--- config.mk ---
export PLATFORM = sky130hd
export DESIGN_NAME = peripheral_msi_slave_arbiter_apb4
export DESIGN_NICKNAME = d
export VERILOG_FILES = /design/src/rtl/peripheral_msi_pkg_apb4.sv /design/src/rtl/peripheral_msi_rr_picker_apb4.sv /design/src/rtl/peripheral_msi_slave_arbiter_apb4.sv
export SDC_FILE = /design/constraint.sdc
export NUM_CORES = 1
export LEC_CHECK = 0
export ABC_AREA = 1
export ABC_CLOCK_PERIOD_IN_PS = 7500
export BUFFER_PORTS_ARGS = -buffer_cell sky130_fd_sc_hd__buf_2
export CORE_ASPECT_RATIO = 0.7
export CORE_MARGIN = 10
export CORE_UTILIZATION = 60
export CTS_CLUSTER_SIZE = 10
export DETAILED_ROUTE_END_ITERATION = 10
export PLACE_DENSITY = 0.78
export SLEW_MARGIN = 25
export SYNTH_ARGS = -nofsm -noshare
export SYNTH_HDL_FRONTEND = slang
export SYNTH_SLANG_ARGS = --single-unit
--- constraint.sdc ---
create_clock -name HCLK -period 7.5 [get_ports HCLK]
set_clock_uncertainty 0.2 [all_clocks]
set_input_delay 0.375 -clock HCLK [delete_from_list [all_inputs] [get_ports HCLK]]
set_output_delay 0.375 -clock HCLK [all_outputs]
set_load 0.02 [all_outputs]
--- src/rtl/peripheral_msi_pkg_apb4.sv ---
// Shared types and helpers for the MSI crossbar slave-port arbiter.
package peripheral_msi_pkg_apb4;

    typedef enum logic {
        ARB_PRIO_RR = 1'b0,
        ARB_RR      = 1'b1
    } arb_mode_t;

    typedef enum logic [1:0] {
        ARB_IDLE   = 2'd0,
        ARB_OWNED  = 2'd1,
        ARB_LOCKED = 2'd2
    } arb_state_t;

    // Binary index of a one-hot vector; an all-zero vector maps to 0.
    function automatic int unsigned onehot_to_idx(input logic [31:0] oh);
        int unsigned idx;
        idx = 32'd0;
        for (int i = 0; i < 32; i++) begin
            if (oh[i]) begin
                idx = idx | 32'(i);
            end else begin
                idx = idx;
            end
        end
        return idx;
    endfunction

endpackage

--- src/rtl/peripheral_msi_rr_picker_apb4.sv ---
// Combinational picker: highest effective priority wins, ties go to the first
// requester in rotation order starting after rr_ptr.
module peripheral_msi_rr_picker_apb4 #(
    parameter int  MASTERS = 4,
    parameter int  PRIO_W  = 3,
    localparam int IW      = (MASTERS > 1) ? $clog2(MASTERS) : 1
) (
    input  logic [MASTERS-1:0]        req,
    input  logic [MASTERS*PRIO_W-1:0] eff_prio,
    input  logic [IW-1:0]             rr_ptr,
    output logic [MASTERS-1:0]        winner,
    output logic                      winner_valid
);
    int                idx_s;
    int                best_s;
    logic [PRIO_W-1:0] best_prio_s;

    // Strict greater-than keeps the earliest requester in rotation on equal priority.
    always_comb begin
        winner       = '0;
        winner_valid = 1'b0;
        best_s       = 0;
        best_prio_s  = '0;
        idx_s        = 0;
        for (int k = 1; k <= MASTERS; k++) begin
            idx_s = ((int'(rr_ptr) + k) >= MASTERS) ? (int'(rr_ptr) + k - MASTERS)
                                                    : (int'(rr_ptr) + k);
            if (req[idx_s] && (!winner_valid || (eff_prio[idx_s*PRIO_W +: PRIO_W] > best_prio_s))) begin
                winner_valid = 1'b1;
                best_prio_s  = eff_prio[idx_s*PRIO_W +: PRIO_W];
                best_s       = idx_s;
            end else begin
                best_s       = best_s;
            end
        end
        if (winner_valid) begin
            winner[best_s] = 1'b1;
        end else begin
            winner = '0;
        end
    end

endmodule

--- src/rtl/peripheral_msi_slave_arbiter_apb4.sv ---
// Per-slave-port arbiter: grant FSM with lock hold, rotation pointer,
// aging-based starvation boost and a stalled-slave timeout.
module peripheral_msi_slave_arbiter_apb4
    import peripheral_msi_pkg_apb4::*;
#(
    parameter int  MASTERS   = 4,
    parameter int  PRIO_W    = 3,
    parameter int  ARB_MODE  = 0,
    parameter int  AGE_LIMIT = 15,
    parameter int  TIMEOUT   = 64,
    localparam int IW        = (MASTERS > 1) ? $clog2(MASTERS) : 1
) (
    input  logic                      HCLK,
    input  logic                      HRESETn,
    input  logic [MASTERS-1:0]        mst_req,
    input  logic [MASTERS*PRIO_W-1:0] mst_priority,
    input  logic [MASTERS-1:0]        mst_lock,
    input  logic [MASTERS-1:0]        mst_can_switch,
    input  logic                      slv_HREADY,
    output logic [MASTERS-1:0]        granted_master,
    output logic                      grant_valid,
    output logic [IW-1:0]             granted_idx,
    output logic [MASTERS-1:0]        boost_active,
    output logic                      timeout
);
    localparam int        AW      = (AGE_LIMIT > 0) ? $clog2(AGE_LIMIT + 1) : 1;
    localparam int        TW      = (TIMEOUT > 0) ? $clog2(TIMEOUT + 1) : 1;
    localparam arb_mode_t MODE    = (ARB_MODE != 0) ? ARB_RR : ARB_PRIO_RR;
    localparam logic [AW-1:0] AGE_MAX = AW'(AGE_LIMIT);
    localparam logic [TW-1:0] TMO_MAX = TW'(TIMEOUT);

    arb_state_t          state_q, state_d;
    logic [MASTERS-1:0]  grant_q, grant_d;
    logic                gvalid_q, gvalid_d;
    logic [IW-1:0]       idx_q, idx_d;
    logic [IW-1:0]       rr_ptr_q, rr_ptr_d;
    logic [MASTERS-1:0]  boost_q, boost_d;
    logic [AW-1:0]       age_q [MASTERS];
    logic [AW-1:0]       age_d [MASTERS];
    logic [TW-1:0]       tmo_cnt_q, tmo_cnt_d;
    logic                tmo_q, tmo_d;

    logic [MASTERS*PRIO_W-1:0] eff_prio_s;
    logic [MASTERS-1:0]        winner_s;
    logic                      win_valid_s;
    logic                      arb_s;
    logic                      tmo_hit_s;
    logic                      new_grant_s;

    // Effective priority: boosted requesters jump to the maximum level.
    always_comb begin
        eff_prio_s = '0;
        for (int i = 0; i < MASTERS; i++) begin
            if (MODE == ARB_RR) begin
                eff_prio_s[i*PRIO_W +: PRIO_W] = '0;
            end else if (boost_q[i]) begin
                eff_prio_s[i*PRIO_W +: PRIO_W] = '1;
            end else begin
                eff_prio_s[i*PRIO_W +: PRIO_W] = mst_priority[i*PRIO_W +: PRIO_W];
            end
        end
    end

    peripheral_msi_rr_picker_apb4 #(
        .MASTERS (MASTERS),
        .PRIO_W  (PRIO_W)
    ) u_picker (
        .req          (mst_req),
        .eff_prio     (eff_prio_s),
        .rr_ptr       (rr_ptr_q),
        .winner       (winner_s),
        .winner_valid (win_valid_s)
    );

    // Stall watchdog: counts HREADY-low cycles while a grant is outstanding.
    always_comb begin
        tmo_hit_s = 1'b0;
        tmo_cnt_d = tmo_cnt_q;
        if (TIMEOUT == 0) begin
            tmo_cnt_d = '0;
        end else if (slv_HREADY) begin
            tmo_cnt_d = '0;
        end else if (gvalid_q) begin
            if (tmo_cnt_q == (TMO_MAX - TW'(1))) begin
                tmo_hit_s = 1'b1;
                tmo_cnt_d = '0;
            end else begin
                tmo_cnt_d = tmo_cnt_q + TW'(1);
            end
        end else begin
            tmo_cnt_d = tmo_cnt_q;
        end
    end

    // Grant FSM next state; a timeout overrides lock and re-arbitration.
    always_comb begin
        state_d  = state_q;
        grant_d  = grant_q;
        gvalid_d = gvalid_q;
        rr_ptr_d = rr_ptr_q;
        arb_s    = 1'b0;
        case (state_q)
            ARB_IDLE: begin
                arb_s = 1'b1;
            end
            ARB_OWNED: begin
                if (slv_HREADY && mst_lock[idx_q]) begin
                    state_d = ARB_LOCKED;
                end else if (slv_HREADY && mst_can_switch[idx_q]) begin
                    arb_s = 1'b1;
                end else begin
                    arb_s = 1'b0;
                end
            end
            ARB_LOCKED: begin
                if (slv_HREADY && !mst_lock[idx_q]) begin
                    arb_s = 1'b1;
                end else begin
                    arb_s = 1'b0;
                end
            end
            default: begin
                state_d  = ARB_IDLE;
                grant_d  = '0;
                gvalid_d = 1'b0;
            end
        endcase
        if (arb_s && win_valid_s) begin
            state_d  = ARB_OWNED;
            grant_d  = winner_s;
            gvalid_d = 1'b1;
            rr_ptr_d = IW'(onehot_to_idx(32'(winner_s)));
        end else if (arb_s) begin
            state_d  = ARB_IDLE;
            grant_d  = '0;
            gvalid_d = 1'b0;
        end else begin
            rr_ptr_d = rr_ptr_q;
        end
        if (tmo_hit_s) begin
            state_d  = ARB_IDLE;
            grant_d  = '0;
            gvalid_d = 1'b0;
            rr_ptr_d = rr_ptr_q;
        end else begin
            tmo_d = 1'b0;
        end
        tmo_d       = tmo_hit_s;
        new_grant_s = arb_s && win_valid_s && !tmo_hit_s;
        idx_d       = IW'(onehot_to_idx(32'(grant_d)));
    end

    // Aging: waiting requesters count up; dropping the request or winning clears.
    always_comb begin
        boost_d = '0;
        for (int i = 0; i < MASTERS; i++) begin
            if (AGE_LIMIT == 0 || !mst_req[i]) begin
                age_d[i] = '0;
            end else if (new_grant_s && winner_s[i]) begin
                age_d[i] = '0;
            end else if (grant_q[i] || (age_q[i] == AGE_MAX)) begin
                age_d[i] = age_q[i];
            end else begin
                age_d[i] = age_q[i] + AW'(1);
            end
            boost_d[i] = (AGE_LIMIT != 0) && (age_d[i] == AGE_MAX);
        end
    end

    // State registers with synchronous active-low reset.
    always_ff @(posedge HCLK) begin
        if (!HRESETn) begin
            state_q   <= ARB_IDLE;
            grant_q   <= '0;
            gvalid_q  <= 1'b0;
            idx_q     <= '0;
            rr_ptr_q  <= IW'(MASTERS - 1);
            boost_q   <= '0;
            tmo_cnt_q <= '0;
            tmo_q     <= 1'b0;
            for (int i = 0; i < MASTERS; i++) begin
                age_q[i] <= '0;
            end
        end else begin
            state_q   <= state_d;
            grant_q   <= grant_d;
            gvalid_q  <= gvalid_d;
            idx_q     <= idx_d;
            rr_ptr_q  <= rr_ptr_d;
            boost_q   <= boost_d;
            tmo_cnt_q <= tmo_cnt_d;
            tmo_q     <= tmo_d;
            for (int i = 0; i < MASTERS; i++) begin
                age_q[i] <= age_d[i];
            end
        end
    end

    assign granted_master = grant_q;
    assign grant_valid    = gvalid_q;
    assign granted_idx    = idx_q;
    assign boost_active   = boost_q;
    assign timeout        = tmo_q;

endmodule

== Word-level counts from Yosys, hierarchy flattened ==
Memory sizes are Yosys's and may differ from the RTL's.
Cells that the tools add are included.
Storage, ports and cells
  flip-flop bits (word level): 23
  RAM bits: 16
  output and inout port bits: 12
  memories: 1
Memories
  age_q: words 4, bits a word 4, rd ports 4, clocked after memory_dff 0, write ports 4, line peripheral_msi_slave_arbiter_apb4.sv:38  | logic [AW-1:0] age_q [MASTERS];
Operators by class
  add/subtract/negate cells: 13
  multipliers: 4
  $lt $le $gt $ge: 14
  equal/unequal tests: 15
  shifts and indexed selects: 4
  mux-type cells: 81
  bitwise operators: 7
  reduce and logical (&&, ||, !) cells: 34
Operators with widths (number)
  32-bit 2-to-1 mux: 8
  32-bit by 4-bit less-than comparator with 1-bit output (second input constant): 5
  32-bit by 3-bit multiplier with 32-bit output (second input constant): 4
  12-bit by 32-bit indexed part select with 3-bit output: 4
  32-bit by 4-bit subtractor with 32-bit output (second input constant): 4
  32-bit by 4-bit greater-or-equal comparator with 1-bit output (second input constant): 3
  4-bit 2-to-1 mux: 21
  4-bit == test (second input constant): 8
  32-bit by 1-bit greater-or-equal comparator with 1-bit output (second input constant): 1
  1-bit 2-to-1 mux: 30
  3-bit 2-to-1 mux: 7
  4-bit by 1-bit adder with 4-bit output (second input constant): 4
  1-bit logical AND: 13
  1-bit binary-select mux with 2-bit select: 6
  2-bit 2-to-1 mux: 5
  3-bit greater-than comparator: 3
  7-bit by 1-bit adder with 7-bit output (second input constant): 1
  7-bit by 6-bit == test with 1-bit output (second input constant): 1
  1-bit logical OR: 7
  7-bit 2-to-1 mux: 1
  2-bit by 2-bit adder with 3-bit output (second input constant): 2
  3-bit by 1-bit != test with 1-bit output (second input constant): 2
  2-bit AND reduction: 3
  2-bit OR reduction: 3
  17 further kinds: 26

== Logic depth before layout (Yosys ltp) ==
  depth in word-level cells: 29
  mapped depth: 51
  gate-level depth less buffers: 47

== Hierarchy ==
Synthesis repeated with hierarchy kept, for this count alone.
Second synthesis, totals
  cell total of the unflattened synthesis: 644
  area total of the unflattened synthesis: 3852.4 um^2
By module, submodules not included
  peripheral_msi_slave_arbiter_apb4: instances 1, cells an instance 290, area each 2021.9 um^2
  peripheral_msi_rr_picker_apb4: instances 1, cells an instance 354, area each 1830.5 um^2

== Worst setup path before layout ==
No wires, ideal clock.
  path type: register to register
  start: reg rr_ptr_q[0]
  end: reg idx_q[1] (netlist: granted_idx[1])
  library setup time: 0.114 ns
  data arrival time: 5.661 ns
  data required time: 7.186 ns
  setup slack: 1.526 ns
  stages on the path, launching flop included: 45
  period minus slack after synthesis: 5.974 ns
  path through: dfxtp_1 inv_2 buf_6 buf_2 ha_1 buf_4 inv_2 buf_4 clkbuf_1 nor2_1 ha_1 a21oi_1 inv_1 nor2_1 a31o_2 nand2_1 ha_1 a21oi_1 [... 9 more ...] nand2_1 nand2_2 nand2_4 nor2_1 a21oi_1 ha_1 a21oi_1 o21ai_0 nand2_1 nand2_1 nand2_2 nand2_1 nor2_4 nor2_4 nand3_2 nand2_1 nand2_1 nand2_1
On the way
  longest elaborated chain between the ends: 28
  elaborated cells between the ends (all ways): 70
  classes of those cells: add/sub (8); mul (4); order compare (9); shift (4); mux (34); reduce/logical (11)
RTL lines
  start, declared: line peripheral_msi_slave_arbiter_apb4.sv:36  | logic [IW-1:0] rr_ptr_q, rr_ptr_d;
  start signal, assigned: line peripheral_msi_slave_arbiter_apb4.sv:177  | rr_ptr_q <= IW'(MASTERS - 1);
  start signal, assigned: line peripheral_msi_slave_arbiter_apb4.sv:189  | rr_ptr_q <= rr_ptr_d;
  branches (longest 24 deep; another with 32-bit by 4-bit subtractor with 32-bit output)
  4-bit 2-to-1 mux *: line peripheral_msi_slave_arbiter_apb4.sv:128  | if (arb_s && win_valid_s) begin
  4-bit 2-to-1 mux *: line peripheral_msi_slave_arbiter_apb4.sv:140  | if (tmo_hit_s) begin
  2-bit 2-to-1 mux: line peripheral_msi_pkg_apb4.sv:20  | if (oh[i]) begin
  2-bit 2-to-1 mux *: line peripheral_msi_pkg_apb4.sv:20
  end signal, assigned: line peripheral_msi_slave_arbiter_apb4.sv:188  | idx_q <= idx_d;
  end, declared: line peripheral_msi_slave_arbiter_apb4.sv:35  | logic [IW-1:0] idx_q, idx_d;
Mark *: on every way between the ends. The select of a mux whose other input is x is not followed.
A chain may end at the register's enable or synchronous reset.

== Worst setup path after layout ==
  start: reg rr_ptr_q[0]
  end: reg idx_q[0] (netlist: granted_idx[0])
On the way
  longest elaborated chain between the ends: 29
  elaborated cells between the ends (all ways): 71
  classes of those cells: add/sub (8); mul (4); order compare (9); shift (4); mux (35); reduce/logical (11)
RTL lines (line)
  branches (longest 24 deep; another with 32-bit by 4-bit subtractor with 32-bit output)
  4-bit 2-to-1 mux *: peripheral_msi_slave_arbiter_apb4.sv:128
  4-bit 2-to-1 mux *: peripheral_msi_slave_arbiter_apb4.sv:140
  1-bit 2-to-1 mux: peripheral_msi_pkg_apb4.sv:20
  2-bit 2-to-1 mux: peripheral_msi_pkg_apb4.sv:20
  2-bit 2-to-1 mux *: peripheral_msi_pkg_apb4.sv:20
Marks and branches as above.

==> out/qor.yml <==
status: "finished, final reports clean"
antenna_cells: 0
critPathMaxFanout: 24
max_freq_mhz: 151
crit_family: "simple AND/OR/NAND/NOR gates"
min_to: "age_q[0][0]$_SDFF_PN0_"
syn_avg_cell_area_um2: 5.94
ys_seq_area_share_pct: 21.1
arrival_ns: 6.60
critical_path.max_stage_delay_ns: 0.40
start_kind: "flop"
syn-cell-area_um2: 3700
drv_slew: 0
gp_congestion: 0.978
portBuffers: 38
antenna_found_initial: 0
grt_pass1_vias: 3897
synth_edf_count: 0
fillCellCount: 542
slew-limit-headroom_pct: 61.1
hold_buffers: 0
dpl.hpwl_um: 8930
cts_setup_buffers: 0
setup_tns_ns: 0
synth_nets: 673
cts-buffers-inserted: 5
grt_pass1_wl_um: 19000
yosys.cell_types.count: 45
worstSetupPathType: "flop to flop"
clkTransAtPathRegs_ns: 0.08
cts_resized: 0
final_cell_mix: "nand2_1, nor2_1, inv_1"
min_from: "mst_req[0]"
final_common_cell: "nand2_1"
path_common_cell: "nand2_1"
setup_viol: 0
async_flop_share_pct: 0
drtIter0Drc: 522
crit_path_end_kind: "flop"
critical_path_buf_inv_count: 5
timing.hold.worst_path_depth: 3
dr.pass1.iters: 5
synth-main-ff-cell: "dfxtp_1"
r2r_slack_ns: 0.88
overflow: 0
coreArea_um2: 5840
cts_tree: "yes"
syn2layout_area_growth_pct: 8.14
grt_usage_pct: 22.8
wl_per_cell_um: 15.2
r2r-start: "rr_ptr_q[0]$_SDFFE_PN1P_"
slowest_stage: "ha_1"
cts_buffer_depth: 2
final_nets: 704
drive_gt1_share_pct: 14.8
hp-class: "primary input to flop"
rows: 23
cts-root-buf: "clkbuf_8"
syn_inst: 624
path_depth: 41
htree_levels: 2
hold_viol: 0
maxCapViolations: 0
clk_latency_ns: 0.29
finalCritPeriodShare_pct: 88.2
final_util_pct: 68.6
synth_seq_cells: 39
max_slew.worst_pin.slew_ns: 0.577
r2r_cells: 41
num_vias: 4259
min_period_ns: 6.62
via_per_inst: 5.83
dieArea_um2: 9770
die_h_um: 85.7
io_pins: 39
drc: 0
cts.sinks: 39
start_util_pct: 63.4
grt_max_degree: 25
rsz0062_at_grt: "false"
drtAntennaViolNets: 0
fp.dieW_um: 114
ys_warn_count: 0
worstPathRequired_ns: 7.49
rr_endpoint: "granted_idx[0]$_SDFF_PN0_"
postRouteWirelength_um: 11100
[worst max path at each step]
stage	slack (ns)	start	to
floorplan	1.53	rr_ptr_q[0]$_SDFFE_PN1P_	granted_idx[1]$_SDFF_PN0_
finish	0.88	rr_ptr_q[0]$_SDFFE_PN1P_	granted_idx[0]$_SDFF_PN0_
CTS	1.02	rr_ptr_q[0]$_SDFFE_PN1P_	granted_idx[0]$_SDFF_PN0_
global placement	1.28	rr_ptr_q[0]$_SDFFE_PN1P_	age_q[0][0]$_SDFF_PN0_
global route	0.35	rr_ptr_q[0]$_SDFFE_PN1P_	granted_idx[0]$_SDFF_PN0_
detailed placement	1.05	rr_ptr_q[0]$_SDFFE_PN1P_	age_q[0][3]$_SDFF_PN0_
[cells in the mapped netlist, types with 3 or more instances]
master | number | area [um2]
inv_1 | 69 | 259
ha_1 | 22 | 275
buf_4 | 5 | 37.5
a21oi_1 | 32 | 160
nand2_2 | 14 | 87.6
inv_2 | 10 | 37.5
nand4_1 | 11 | 68.8
buf_2 | 3 | 15.0
dfxtp_1 | 39 | 781
nand2_1 | 187 | 702
a31oi_1 | 3 | 18.8
nor3_1 | 9 | 45.0
nand3_1 | 58 | 290
o21ai_0 | 26 | 130
clkbuf_1 | 6 | 22.5
nor2_1 | 70 | 263
o21ai_1 | 3 | 15.0
nand3_2 | 9 | 90.1
nand2_4 | 4 | 45.0
nor2_4 | 5 | 56.3
o211ai_1 | 5 | 37.5
[logic make-up after synthesis]
logic type / share of synthesized area (%)
simple gates: 46.5
other cells: 0.101
xor+xnor: 0.709
compound gates: 13.5
flops: 21.1
buf+inv: 10.6
fa+ha+maj: 7.43
[final cells by class]
type                    instances  area (um2)  share of cell area (%)
flip-flops and latches         39         781                    19.5
multi-input cells             490        2530                    63.1
repair buffers                 40         205                    5.12
clock buffers                   8         100                    2.50
well taps                      75        93.8                    2.34
inverters                      79         297                    7.40
[stage by stage]
| step | instances | area, um2 | hold slack, ns | setup WS [ns] |
|---|---|---|---|---|
| 3_3_place_gp | 723 | 3910 | 0.235 | 1.28 |
| 6_report | 731 | 4010 | 0.190 | 0.885 |
| 3_5_place_dp | 723 | 3910 | 0.249 | 1.05 |
| 5_1_grt | 731 | 4010 | 0.207 | 0.354 |
| 4_1_cts | 731 | 4010 | 0.187 | 1.02 |
| 2_1_floorplan | 624 | 3700 | 0.229 | 1.53 |
[state kept, by name, summed over array words and instances (netlist names)]
name,flops
age_q,16
tmo_cnt_q,7
boost_active,4
granted_master,4
granted_idx,2
rr_ptr_q,2
state_q,2
grant_valid,1
timeout,1
[routing by layer]
| layer | routed length [um] | track usage [%] |
|---|---|---|
| met5 | 0 | 0 |
| met3 | 1620 | 8.98 |
| met4 | 112 | 3.86 |
| met2 | 4420 | 32.3 |
| met1 | 4970 | 31.9 |
[worst reg2reg max path: cells and delay by family (launching register included)]
kind            cells  cell delay [ns]
compound gates      8             1.24
flops               1             0.32
simple gates       23             2.17
fa+ha+maj           5             1.58
buf+inv             5             1.00
Power is left out: the tool's default activity adds up to more than one toggle a clock period on the data nets, which glitch-free logic cannot reach.
